## src/rtl/int_ctrl_pkg.sv

```systemverilog
// int_ctrl_pkg
//   Shared types and constants for the interrupt request controller.
//   ic_state_t         : handshake FSM states (idle / request presented / in service)
//   IC_DEFAULT_SOURCES : default number of interrupt sources
package int_ctrl_pkg;

    typedef enum logic [1:0] {
        IC_IDLE,
        IC_REQUEST,
        IC_SERVICE
    } ic_state_t;

    localparam int unsigned IC_DEFAULT_SOURCES = 4;

endpackage

```

## src/rtl/int_priority_encoder.sv

```systemverilog
// int_priority_encoder
//   Combinational fixed-priority encoder; the lowest set index wins.
//   Ports:
//     req   in  N_SOURCES  request vector
//     valid out 1          any bit of req set
//     idx   out ID_W       index of lowest set bit (0 when valid=0)
module int_priority_encoder
    import int_ctrl_pkg::*;
#(
    parameter int unsigned N_SOURCES = IC_DEFAULT_SOURCES,
    parameter int unsigned ID_W      = $clog2(N_SOURCES)
) (
    input  logic [N_SOURCES-1:0] req,
    output logic                 valid,
    output logic [ID_W-1:0]      idx
);

    always_comb begin
        valid = 1'b0;
        idx   = '0;
        // Scan from the top down so the lowest set bit is written last.
        for (int unsigned i = N_SOURCES; i > 0; i--) begin
            if (req[i-1]) begin
                valid = 1'b1;
                idx   = ID_W'(i - 1);
            end
        end
    end

endmodule

```

## src/rtl/int_request_controller.sv

```systemverilog
// int_request_controller
//   Latches interrupt pulses as pending flags, masks them, arbitrates by fixed
//   priority and presents one request to the CPU over an irq/ack/done handshake.
//   Optional feature: define INT_OVERFLOW_FLAG_EN to record sticky lost-request
//   flags; without it overflow_flags is tied to 0.
//   Ports:
//     clk, rst_n      clock (rising edge), async active-low reset
//     int_req         1-cycle request pulses, bit i = source i
//     int_mask        per-source enable
//     global_enable   master interrupt enable
//     clear_pending   software clear pulses for pending flags
//     cpu_irq         level request to CPU
//     cpu_irq_id      id of presented / in-service source
//     cpu_irq_ack     CPU accepted request
//     cpu_irq_done    CPU returned from handler
//     pending_flags   current pending flags
//     in_service      high between accepted ack and done
//     overflow_flags  sticky lost-request flags
module int_request_controller
    import int_ctrl_pkg::*;
#(
    parameter int unsigned N_SOURCES = IC_DEFAULT_SOURCES,
    parameter int unsigned ID_W      = $clog2(N_SOURCES)
) (
    input  logic                 clk,
    input  logic                 rst_n,
    input  logic [N_SOURCES-1:0] int_req,
    input  logic [N_SOURCES-1:0] int_mask,
    input  logic                 global_enable,
    input  logic [N_SOURCES-1:0] clear_pending,
    output logic                 cpu_irq,
    output logic [ID_W-1:0]      cpu_irq_id,
    input  logic                 cpu_irq_ack,
    input  logic                 cpu_irq_done,
    output logic [N_SOURCES-1:0] pending_flags,
    output logic                 in_service,
    output logic [N_SOURCES-1:0] overflow_flags
);

    ic_state_t              state, state_next;
    logic [ID_W-1:0]        id_next;
    logic                   enc_valid;
    logic [ID_W-1:0]        enc_idx;
    logic                   accept;
    logic [N_SOURCES-1:0]   clr_vec;
    logic [N_SOURCES-1:0]   pending_next;

    int_priority_encoder #(
        .N_SOURCES (N_SOURCES),
        .ID_W      (ID_W)
    ) u_prio (
        .req   (pending_flags & int_mask),
        .valid (enc_valid),
        .idx   (enc_idx)
    );

    always_comb begin
        state_next = state;
        id_next    = cpu_irq_id;
        accept     = 1'b0;
        unique case (state)
            IC_IDLE: begin
                if (global_enable && enc_valid) begin
                    state_next = IC_REQUEST;
                    id_next    = enc_idx;
                end
            end
            IC_REQUEST: begin
                if (cpu_irq_ack) begin
                    accept     = 1'b1;
                    state_next = IC_SERVICE;
                end else if (!global_enable || !int_mask[cpu_irq_id] ||
                             (clear_pending[cpu_irq_id] && !int_req[cpu_irq_id])) begin
                    // Withdraw; a same-edge re-pulse keeps pending set, so the
                    // request is not withdrawn in that case.
                    state_next = IC_IDLE;
                end
            end
            IC_SERVICE: begin
                if (cpu_irq_done) begin
                    state_next = IC_IDLE;
                end
            end
            default: state_next = IC_IDLE;
        endcase
    end

    always_comb begin
        clr_vec = clear_pending;
        if (accept) begin
            clr_vec[cpu_irq_id] = 1'b1;
        end
        // New pulses take precedence over any clear on the same edge.
        pending_next = (pending_flags & ~clr_vec) | int_req;
    end

    always_ff @(posedge clk or negedge rst_n) begin
        if (!rst_n) begin
            state         <= IC_IDLE;
            cpu_irq       <= 1'b0;
            cpu_irq_id    <= '0;
            in_service    <= 1'b0;
            pending_flags <= '0;
        end else begin
            state         <= state_next;
            cpu_irq       <= (state_next == IC_REQUEST);
            cpu_irq_id    <= id_next;
            in_service    <= (state_next == IC_SERVICE);
            pending_flags <= pending_next;
        end
    end

`ifdef INT_OVERFLOW_FLAG_EN
    logic [N_SOURCES-1:0] overflow_q;

    // A pulse on a source that stays pending through this edge is a lost request.
    always_ff @(posedge clk or negedge rst_n) begin
        if (!rst_n) begin
            overflow_q <= '0;
        end else begin
            overflow_q <= (overflow_q & ~clear_pending) |
                          (int_req & pending_flags & ~clr_vec);
        end
    end

    assign overflow_flags = overflow_q;
`else
    assign overflow_flags = '0;
`endif

endmodule
```

## config.mk

```make
export PLATFORM = sky130hd
export DESIGN_NAME = int_request_controller
export DESIGN_NICKNAME = d
export VERILOG_FILES = /design/src/rtl/int_ctrl_pkg.sv /design/src/rtl/int_priority_encoder.sv /design/src/rtl/int_request_controller.sv
export SDC_FILE = /design/constraint.sdc
export NUM_CORES = 1
export LEC_CHECK = 0
export BUFFER_PORTS_ARGS = -buffer_cell sky130_fd_sc_hd__buf_2
export CORE_MARGIN = 4
export CORE_UTILIZATION = 44
export DETAILED_ROUTE_END_ITERATION = 12
export GPL_ROUTABILITY_DRIVEN = 0
export MAX_ROUTING_LAYER = met4
export PLACE_DENSITY = 0.77
export SYNTH_ARGS = -nofsm -noshare
export SYNTH_HDL_FRONTEND = slang
export SYNTH_HIERARCHICAL = 1
export SYNTH_SLANG_ARGS = --single-unit
```

## constraint.sdc

```tcl
create_clock -name clk -period 1.6 [get_ports clk]
set_input_delay 0 -clock clk [delete_from_list [all_inputs] [get_ports clk]]
set_output_delay 0 -clock clk [all_outputs]
set_load 0.02 [all_outputs]
```

# ---- Yosys cells after proc, flatten, opt, wreduce, memory -nomap -nowiden
# Cells that the tools add are included.
dict set report classes {
  add_sub_neg 0
  multipliers 0
  div 0
  n_lt_le_gt_ge 2
  n_eq_ne 4
  shifts 0
  mux 24
  bitwise 5
  reduce_logical 10
}
# operator count
set op_table {}
lappend op_table {{$mux W2} 8}
lappend op_table {{$mux W1} 10}
lappend op_table {{$and A4 B4 Y4} 2}
lappend op_table {{$or A4 B4 Y4} 2}
lappend op_table {{$bmux W1 S2} 3}
lappend op_table {{$pmux W2 S3} 1}
lappend op_table {{$eq A2 B1 Y1 const B} 2}
lappend op_table {{$eq A2 B2 Y1 const B} 2}
lappend op_table {{$mux W4} 1}
lappend op_table {{$not A4 Y4} 1}
lappend op_table {{$logic_and A1 B1 Y1} 3}
lappend op_table {{$logic_not A1 Y1} 3}
lappend op_table {{$lt A2 B3 Y1 const B} 1}
lappend op_table {{$demux W1 S2} 1}
lappend op_table {{$ge A2 B1 Y1 const B} 1}
lappend op_table {{$logic_not A2 Y1} 1}
lappend op_table {{$logic_or A1 B1 Y1} 2}
lappend op_table {{$reduce_and A2 Y1} 1}
dict set report word_totals {
  regBits 10
  latch_bits 0
  ramBits 0
  romBits 0
  out_inout_bits 12
  elab_cells 50
  n_memories 0
}

# ---- Longest topological paths before layout
# Gate-level depths: netlist (run 1).
dict set report logic_depth {
  ltp_word 9
  depth_mapped 5
  mapped_depth_nobuf 5
}

# ---- By module
# The synthesis (run 1) kept the hierarchy.
# module instances cells_per_inst area_each_um2 seq_area_each_um2
set modules_own_cells {}
lappend modules_own_cells {int_request_controller 1 49 573.0 250.2}
lappend modules_own_cells {int_priority_encoder 1 7 35.0 0.0}

# ---- Worst setup path before layout (run 1)
# Ideal clock, no wire load.
dict set report synth_timing {
  path_type {register to register}
  startpoint {register pending_flags[0]}
  endpoint {register cpu_irq_id[0]}
  arrival_time_ns 1.304
  required_ns 1.475
  setup_slack_ns 0.172
  path_stages_with_launch 6
  n_path_buf 0
  path_cell_list {dfrtp_1 and2_1 nor2_1 nand2_1 and4bb_4 mux2_2}
}
dict set report synth_between {
  elab_chain_len 4
}
# element line_no
set synth_rtl {}
lappend synth_rtl {{from (decl)} int_request_controller.sv:35} ;# output logic [N_SOURCES-1:0] pending_flags,
lappend synth_rtl {{from (signal assigned)} int_request_controller.sv:109} ;# pending_flags <= pending_next;
lappend synth_rtl {{$and A4 B4 Y4} int_request_controller.sv:52} ;# .req (pending_flags & int_mask),
lappend synth_rtl {{$mux W1} int_priority_encoder.sv:23} ;# if (req[i-1]) begin
lappend synth_rtl {{net enc_valid} int_request_controller.sv:42} ;# logic enc_valid;
lappend synth_rtl {{$logic_and A1 B1 Y1} int_request_controller.sv:63} ;# if (global_enable && enc_valid) begin
lappend synth_rtl {{$reduce_and A2 Y1 (no line)} n/a}
lappend synth_rtl {{to (signal assigned)} int_request_controller.sv:107} ;# cpu_irq_id <= id_next;
lappend synth_rtl {{to (decl)} int_request_controller.sv:32} ;# output logic [ID_W-1:0] cpu_irq_id,
# The timed path passes the listed nets, and every way through them passes these cells.
# A chain may end at the register's enable or synchronous reset.

# ---- Worst setup path after layout (run 1)
dict set report layout_timing {
  startpoint {register cpu_irq_id[0]}
  endpoint {register state[0]}
}
dict set report layout_between {
  elab_chain_len 8
}
# element line_no
set layout_rtl {}
lappend layout_rtl {{$bmux W1 S2 (on tied branches)} {int_request_controller.sv:72, int_request_controller.sv:73}}
lappend layout_rtl {{$mux W1 (on tied branches)} {int_request_controller.sv:72, int_request_controller.sv:73}}
lappend layout_rtl {{$logic_not A1 Y1 (on tied branches)} {int_request_controller.sv:72, int_request_controller.sv:73}}
lappend layout_rtl {{$logic_or A1 B1 Y1 / $logic_and A1 B1 Y1 (equally long branches)} {int_request_controller.sv:72, int_request_controller.sv:73}}
lappend layout_rtl {{$logic_or A1 B1 Y1 *} int_request_controller.sv:72} ;# end else if (!global_enable || !int_mask[cpu_irq_id] ||
lappend layout_rtl {{$mux W2 *} int_request_controller.sv:72}
lappend layout_rtl {{$mux W2 *} int_request_controller.sv:69} ;# if (cpu_irq_ack) begin
lappend layout_rtl {{$pmux W2 S3 *} int_request_controller.sv:61} ;# unique case (state)
lappend layout_rtl {{net state_next[0]} int_request_controller.sv:40} ;# ic_state_t state, state_next;
lappend layout_rtl {{to (signal assigned)} int_request_controller.sv:105} ;# state <= state_next;
lappend layout_rtl {{to (decl)} int_request_controller.sv:40}
# Mark *: on every way through the listed nets, which the timed path passes. The rest lies on a longest branch. The select of a mux whose other input is x is not followed.

==> flow_summary.toml, run 1 <==
[global_routing]
antenna_found_initial = 0
gr-usage-all-layers_pct = 15.8
grt_max_degree = 11
grt_pass1_vias = 498
overflow = 0
grt_pass1_wl_um = 2200

[route]
wl_per_cell_um = 13.6
vias = 527
routed_via_density = 5.12
ant_nets = 0
totalWireLength_um = 1400
drc_errors = 0
drt_iter0_drc = 14
dr.pass1.iters = 4

[power_and_ir_drop]
p_switching_mw = 0.300
p_comb_share_pct = 32.9
p_sw_share_pct = 33.6
clkPwrFrac_pct = 25.3
p_leak_nw = 0.413
p_int_mw = 0.592
power_density_nw_per_um2 = 1100
irDropWorstVdd_uv = 663
seqPwrFrac_pct = 41.8

[placement]
dp_hpwl_um = 1110
portBuffers = 24
place_worst_setup_slack_ps = 191

[timing]
fmax_ghz = 0.706
hold_viol = 0
finalSetupViolCount = 0
setup_slack_ps = 185
post-route-period-util_pct = 88.5
slew_violations = 0
rsz0062_at_grt = "false"
tns_ps = 0
fin_skew_ps = 1.49
fin_crit_ps = 1420

[floorplanning]
die_y_um = 45.2
core_area_um2 = 1300
fp.dieArea_um2 = 2040
fp-row-count = 13
die_x_um = 45.2
start_util_pct = 46.7
boundaryPins = 29

[critical_path]
path_max_fanout = 8
worst_ep_required_time_ps = 1750
slowest_delay_ps = 610
worst_path_max_delay_cell = "mux4_1"
arrival_ps = 1570
cp_cell_sequence = "mux4_1, a31o_1"
path_buf_inv = 0
worstSetupStartpointType = "flop"
path_class = "reg2reg"
crit_path_end_kind = "flop"
crit_family = "multiplexers"

[synthesis]
synth_area_per_cell_um2 = 10.9
synth-seq-cells = 10
syn_inst = 56
ys_warn_count = 6
synth_seq_area_share_pct = 41.2
synth_area_um2 = 608
ys_types = 22

[final_layout]
drive_gt1_share_pct = 40.9
final_common_cell = "buf_2"
post-route-util_pct = 62.6
diodes = 0
final_cell_mix = "buf_2, dfrtp_1, nand2b_1, inv_1, dlygate4sd3_1"
fin_nets = 106
syn_to_final_growth_pct = 34.0

[cts]
clk_pin_slew_ps = 70
clkSinkCount = 10
cts_resized = 0
clockRootBuffer = "clkbuf_4"
cts_setup_buffers = 0
clock_latency_ps = 260
htreeDepth = 1
postCtsHoldBufs = 5
cts_tree = "yes"
cts_buffer_depth = 2
cts_buffers = 3

[flow_run]
cap_violations = 0

[min_path]
hold_class = "in2reg"

[run_status]
outcome = "completed"
-- per-layer routing --
metal / part of all wire (%) / vias to the layer above / wire, µm / track usage, %
li1: - / 256 / - / -
met1: 41 / 245 / 576 / 19.0
met2: 51 / 22 / 713 / 26.0
met3: 6.3 / 4 / 89 / 2.39
met4: 1.7 / 0 / 24 / 7.02
met5: 0 / - / 0 / -
-- power by group through the flow --
stage | Sequential (mW) | Combinational (mW) | Clock, mW
final | 0.373 | 0.293 | 0.226
after global routing | 0.386 | 0.317 | 0.247
after CTS | 0.373 | 0.296 | 0.232
after detailed placement | 0.376 | 0.286 | 0
after global placement | 0.378 | 0.281 | 0
after floorplan | 0.409 | 0.157 | 0
-- cells by family (layout without fill, tap and decap cells) --
family | Yosys count | count (layout) | synth area share, %
flops | 10 | 10 | 41.2
mux | 4 | 4 | 11.7
other cells | 1 | 4 | 0.617
simple gates | 25 | 25 | 28.4
buf+inv | 9 | 38 | 8.03
compound gates | 7 | 7 | 10.1
-- worst reg2reg max path: stages, from the launching register on --
cell	delay, ps
dfrtp_1	490
mux4_1	620
a31o_1	200
-- sequential cells by signal, summed over array words and instances, names as in the netlist --
register,flops
cpu_irq_id,2
pending_flags,4
cpu_irq,1
state,2
in_service,1
-- Yosys cell counts --
library cell	count	area (µm²)
a21oi_2	1	8.76
and4bb_4	1	16.3
mux2_2	2	22.5
nand4_1	1	6.26
conb_1	1	3.75
nand3b_4	1	20.0
dfrtp_1	10	250
inv_1	5	18.8
nand2_1	4	15.0
nor3_1	1	5.00
and2_1	4	25.0
a31o_1	4	35.0
buf_4	4	30.0
or3b_1	2	17.5
a31o_2	1	8.76
nand2b_1	6	37.5
mux4_2	1	22.5
mux4_1	1	26.3
nor2b_1	1	6.26
and4bb_2	1	12.5
nor2_1	3	11.3
o311ai_0	1	8.76
-- stage by stage --
stage                     cells  cell area [µm²]  hold slack (ps)  power (mW)
final                       103              815             20.3       0.893
after global routing        103              815             11.7       0.949
after CTS                   103              815             14.6       0.900
after detailed placement     94              728             -127       0.663
after global placement       94              728             -129       0.658
after floorplan              59              619             -296       0.566
-- path summary, 6_finish.rpt --
kind | end | startpoint | slack (ps) | depth (start not counted)
worst min-delay path | state[1] | cpu_irq_done | 20 | 4
worst max register to register | state[0] | cpu_irq_id[0] | 180 | 2
min in group asynchronous | cpu_irq | rst_n | 120 | 2
worst min register to register | pending_flags[1] | pending_flags[1] | 520 | 1
max in group asynchronous | pending_flags[1] | rst_n | 1290 | 2
worst max-delay path | state[0] | cpu_irq_id[0] | 180 | 2
-- layout make-up --
class / count / area (µm²)
multi-input combinational: 40 / 320
sequential: 10 / 250
inverter: 5 / 18.8
clock buffer: 4 / 36.3
tap: 15 / 18.8
timing repair buffer: 29 / 170
fill: 115 / 487
(Power assumes the default switching activity.)
==> inputs of run 2 (changes only) <==
- CORE_AREA: unset -> 4 4 41 43
- CORE_MARGIN: 4 -> unset
- CORE_UTILIZATION: 44 -> unset
- DIE_AREA: unset -> 0 0 45 47
- MAX_ROUTING_LAYER: met4 -> unset
- PLACE_DENSITY: 0.77 -> 0.79
- SETUP_SLACK_MARGIN: unset -> 0.5
- clock period: 1.6 -> 1.8 ns (I/O delays scaled with it)
==> run 2 against run 1 <==
Wire length up 34%. Non-clock buffer count up 11. Sequential cell count unchanged. Combinational power up 32%. Final cell count up 11%. Global-route usage up 2.1 points. Critical path type unchanged. Largest power group is now combinational logic. Highest routed layer unchanged.
==> flow_summary.toml, run 2 (synthesis results as in run 1) <==
[run_status]
outcome = "completed"

[cts]
cts_buffers = 3
cts_tree = "yes"
clkSinkCount = 10
clk_pin_slew_ps = 80
clock_latency_ps = 280
htreeDepth = 1
clockRootBuffer = "clkbuf_4"
cts_buffer_depth = 2

[min_path]
min_delay_path_depth = 4
hold_class = "in2reg"
min_from = "clear_pending[0]"
min_to = "pending_flags[0]"

[timing]
rsz0062_at_grt = "true"
fmax_ghz = 0.735
whs_ps = 16.8
fin_crit_ps = 1360
hold_viol = 0
tns_ps = 0
fin_skew_ps = 2.79
finalSetupViolCount = 0
post-route-period-util_pct = 75.6
slew_violations = 0

[final_layout]
multi_input_area_um2 = 350
syn_to_final_growth_pct = 54.1
final_common_cell = "buf_2"
final_cell_mix = "buf_2, buf_4, nand2b_1, dfrtp_2, dlygate4sd3_1"
drive_gt1_share_pct = 61.6
finish.instance_area_um2 = 937
fillers = 82
seqCellArea_um2 = 258
largest_reg_flops = 4
top_register = "pending_flags"
largestRegisters = "pending_flags (4), cpu_irq_id (2), state (2)"
diodes = 0
fin_nets = 117
final_cell_count_no_fill = 114

[route]
drt_iter0_drc = 15
routed_via_density = 5.38
drc_errors = 0
vias = 613
wl_per_cell_um = 16.5
ant_nets = 0
dr.pass1.iters = 4
totalWireLength_um = 1890

[placement]
portBuffers = 24
dp_hpwl_um = 1040
place_area_um2 = 742
placed_cells = 94

[power_and_ir_drop]
p_comb_share_pct = 41.3
power_density_nw_per_um2 = 997
clkPwrFrac_pct = 23.6
seqPwrFrac_pct = 35.1
irDropWorstVdd_uv = 662
p_total_mw = 0.935
p_leak_nw = 0.471
p_sw_share_pct = 34.9
p_int_mw = 0.609
p_switching_mw = 0.326

[global_routing]
met3_usage_pct = 5.36
gr-usage-all-layers_pct = 17.9
met2_usage_pct = 31.1
gr-max-usage-layer = "met2"
antenna_found_initial = 0
grt_pass1_vias = 618
grt_use_met1_pct = 18.4
overflow = 0
grt_max_degree = 11
grt_pass1_wl_um = 2630

[floorplanning]
boundaryPins = 29
core_area_um2 = 1300
fp.dieArea_um2 = 2120
fp-row-count = 13
start_util_pct = 46.7
die_y_um = 47
die_x_um = 45

[critical_path]
worstReg2RegStart = "pending_flags[3]"
r2r_slack_ps = 440
reg2reg_to = "cpu_irq_id[1]"
worstSetupStartpointType = "flop"
crit_path_end_kind = "flop"
reg2reg_depth = 5
arrival_ps = 1530
worst_ep_required_time_ps = 1970
path_class = "reg2reg"
path_max_fanout = 4

[flow_run]
cap_violations = 0
run 2: repair_timing:
| item | 4_1_cts | 5_1_grt |
|---|---|---|
| resized for setup | 1 | 7 |
| buffers inserted | 6 | 4 |
| setup endpoints to repair | 5 | 7 |
| endpoints found under the hold margin | 16 | 0 |
| hold buffers | 6 | 0 |
| pin swaps | 1 | 5 |
run 2: how the worst max path moves through the flow:
stage | from | endpoint | cells after the start
after floorplan | pending_flags[3] | cpu_irq_id[0] | 5
after global placement | pending_flags[0] | cpu_irq_id[1] | 5
after detailed placement | pending_flags[0] | cpu_irq_id[1] | 5
after CTS | pending_flags[2] | cpu_irq_id[1] | 5
after global routing | pending_flags[3] | cpu_irq_id[1] | 5
final | pending_flags[3] | cpu_irq_id[1] | 5
run 2: metrics by stage:
stage | util [%] | setup WS (ps)
after floorplan | - | 454
after global placement | 57.0 | 462
after detailed placement | 57.0 | 457
after CTS | 68.1 | 456
after global routing | 72.0 | 403
final | 72.0 | 439
run 2: power groups by stage:
stage                     sequential [mW]  combinational (mW)  clock [mW]
final                               0.328               0.386       0.221
after global routing                0.336               0.413       0.233
after CTS                           0.328               0.310       0.213
after detailed placement            0.339               0.261           0
after global placement              0.335               0.259           0
after floorplan                     0.372               0.146           0
run 2: critical path, cell delays in order (launching register included):
cell,delay (ps)
dfrtp_2,410
and2_4,150
nor2_4,110
nand2_2,50
and4bb_4,220
mux2_4,300
run 2: area by class of cell:
| type | count | share of cell area [%] |
|---|---|---|
| repair buffers | 40 | 27.2 |
| inverters | 5 | 2.00 |
| flip-flops and latches | 10 | 27.5 |
| clock buffers | 4 | 3.87 |
| well taps | 15 | 2.00 |
| multi-input cells | 40 | 37.4 |
run 2: routing by layer:
metal	vias up	wire length [µm]
li1	273	-
met1	304	753
met2	30	942
met3	6	139
met4	0	51
met5	-	0
==> inputs of run 3 (changes only) <==
- CORE_AREA: 4 4 41 43 -> unset
- CORE_MARGIN: unset -> 4
- CORE_UTILIZATION: unset -> 44
- DIE_AREA: 0 0 45 47 -> unset
- PLACE_DENSITY: 0.79 -> 0.77
- clock period: 1.8 -> 1.4 ns (I/O delays scaled with it)
==> run 3 against run 2 <==
Final cell count up 3.5%. Non-clock buffer count grew 4. Largest cell class unchanged. Worst setup slack got worse by 420 ps. Clock power rose by 29%. Total power grew 46%. Global-route usage rose by 3.5 points. Die area shrank 3.5%. Via count rose by 14%. Core utilization up 8.5 points. Critical endpoint unchanged. Hold slack better by 2.1 ps.
==> flow_summary.toml, run 3 (synthesis results as in run 1) <==
[run_status]
outcome = "completed"

[floorplanning]
core_area_um2 = 1300
die_x_um = 45.2
fp.dieArea_um2 = 2040
die_y_um = 45.2
start_util_pct = 46.7
boundaryPins = 29
fp-row-count = 13

[global_routing]
grt_pass1_wl_um = 2910
gr-usage-all-layers_pct = 21.4
antenna_found_initial = 0
grt_pass1_vias = 623
overflow = 0
grt_max_degree = 11

[cts]
clock_latency_ps = 290
cts_tree = "yes"
htreeDepth = 1
clkSinkCount = 10
clk_pin_slew_ps = 80
cts_buffers = 3
cts_buffer_depth = 2
clockRootBuffer = "clkbuf_4"

[final_layout]
drive_gt1_share_pct = 64.1
final_cell_count_no_fill = 118
syn_to_final_growth_pct = 72.2
multi_input_area_um2 = 369
final_common_cell = "buf_2"
post-route-util_pct = 80.5
top_register = "pending_flags"
final_cell_mix = "buf_2, buf_6, buf_4, nand2b_1, dfrtp_2"
seqCellArea_um2 = 258
fin_nets = 121
largest_reg_flops = 4
diodes = 0
largestRegisters = "pending_flags (4), cpu_irq_id (2), state (2)"
finish.instance_area_um2 = 1050
fillers = 68

[critical_path]
crit_family = "simple AND/OR/NAND/NOR gates"
path_max_fanout = 4
path_class = "reg2reg"
arrival_ps = 1550
crit_path_end_kind = "flop"
slowest_delay_ps = 430
worst_path_max_delay_cell = "dfrtp_2"
cp_cell_sequence = "and2_4, nor2_4, nand2_1, and4bb_4, mux2_4"
worstSetupStartpointType = "flop"
path_buf_inv = 0
worst_ep_required_time_ps = 1570

[route]
dr.pass1.iters = 4
totalWireLength_um = 2420
drc_errors = 0
ant_nets = 0
drt_iter0_drc = 15
vias = 696
wl_per_cell_um = 20.5
routed_via_density = 5.90

[timing]
fmax_ghz = 0.723
fin_crit_ps = 1380
post-route-period-util_pct = 98.8
hold_viol = 0
whs_ps = 18.9
slew_violations = 0
tns_ps = 0
rsz0062_at_grt = "true"
finalSetupViolCount = 0
setup_slack_ps = 16.6
fin_skew_ps = 8.12

[power_and_ir_drop]
p_sw_share_pct = 35.7
p_switching_mw = 0.485
p_leak_nw = 0.518
clkPwrFrac_pct = 20.9
irDropWorstVdd_uv = 973
power_density_nw_per_um2 = 1300
p_int_mw = 0.876
p_comb_share_pct = 47.7
p_total_mw = 1.36
seqPwrFrac_pct = 31.4

[flow_run]
cap_violations = 0

[placement]
dp_hpwl_um = 1150
place_worst_setup_slack_ps = 47.3
portBuffers = 24
place_area_um2 = 757
placed_cells = 96

[min_path]
hold_class = "in2reg"
[run 3: changes by cell type in the layout (fill, tap and decap cells not counted), sizes merged]
| cell | delta |
|---|---|
| dlygate4sd3 | -1 |
| buf | +5 |
[run 3: layout make-up]
type                            count  share of cell area [%]
Inverter                            5                    1.79
Tap cell                           15                    1.79
Sequential cell                    10                    24.6
Multi-Input combinational cell     40                    35.2
Clock buffer                        4                    3.46
Timing Repair Buffer               44                    33.1
[run 3: worst min-delay path, cell delays in order]
cell and delay, ps:
buf_2 90, inv_1 60, o311ai_4 60, nand2b_1 60
[run 3: path summary, 6_finish.rpt]
kind	from	end	slack, ps	cells past startpoint
max in group asynchronous	rst_n	pending_flags[3]	1090	2
worst min register to register	cpu_irq_id[1]	cpu_irq_id[1]	610	1
min in group asynchronous	rst_n	cpu_irq_id[0]	100	2
worst max-delay path	pending_flags[2]	cpu_irq_id[1]	20	5
worst max register to register	pending_flags[2]	cpu_irq_id[1]	20	5
worst min-delay path	clear_pending[0]	pending_flags[0]	20	4
[run 3: layer usage]
layer / track usage [%] / part of all wire [%] / vias to the layer above
li1: - / - / 284
met2: 36.7 / 52 / 53
met3: 5.18 / 7.5 / 14
met1: 23.5 / 35 / 345
met4: 12.9 / 5.1 / 0
met5: 0 / 0 / -
[run 3: timing repair]
item,CTS,global route
pin swaps,9,0
hold endpoints to repair,14,0
buffers inserted,11,2
hold buffers,5,0
gates resized for setup,9,21
setup endpoints to repair,9,16
[run 3: power by group through the flow]
stage	registers [mW]	logic, mW	clock network, mW
final	0.427	0.649	0.285
after global routing	0.435	0.673	0.296
after CTS	0.411	0.532	0.265
after detailed placement	0.424	0.390	0
after global placement	0.422	0.381	0
after floorplan	0.478	0.187	0
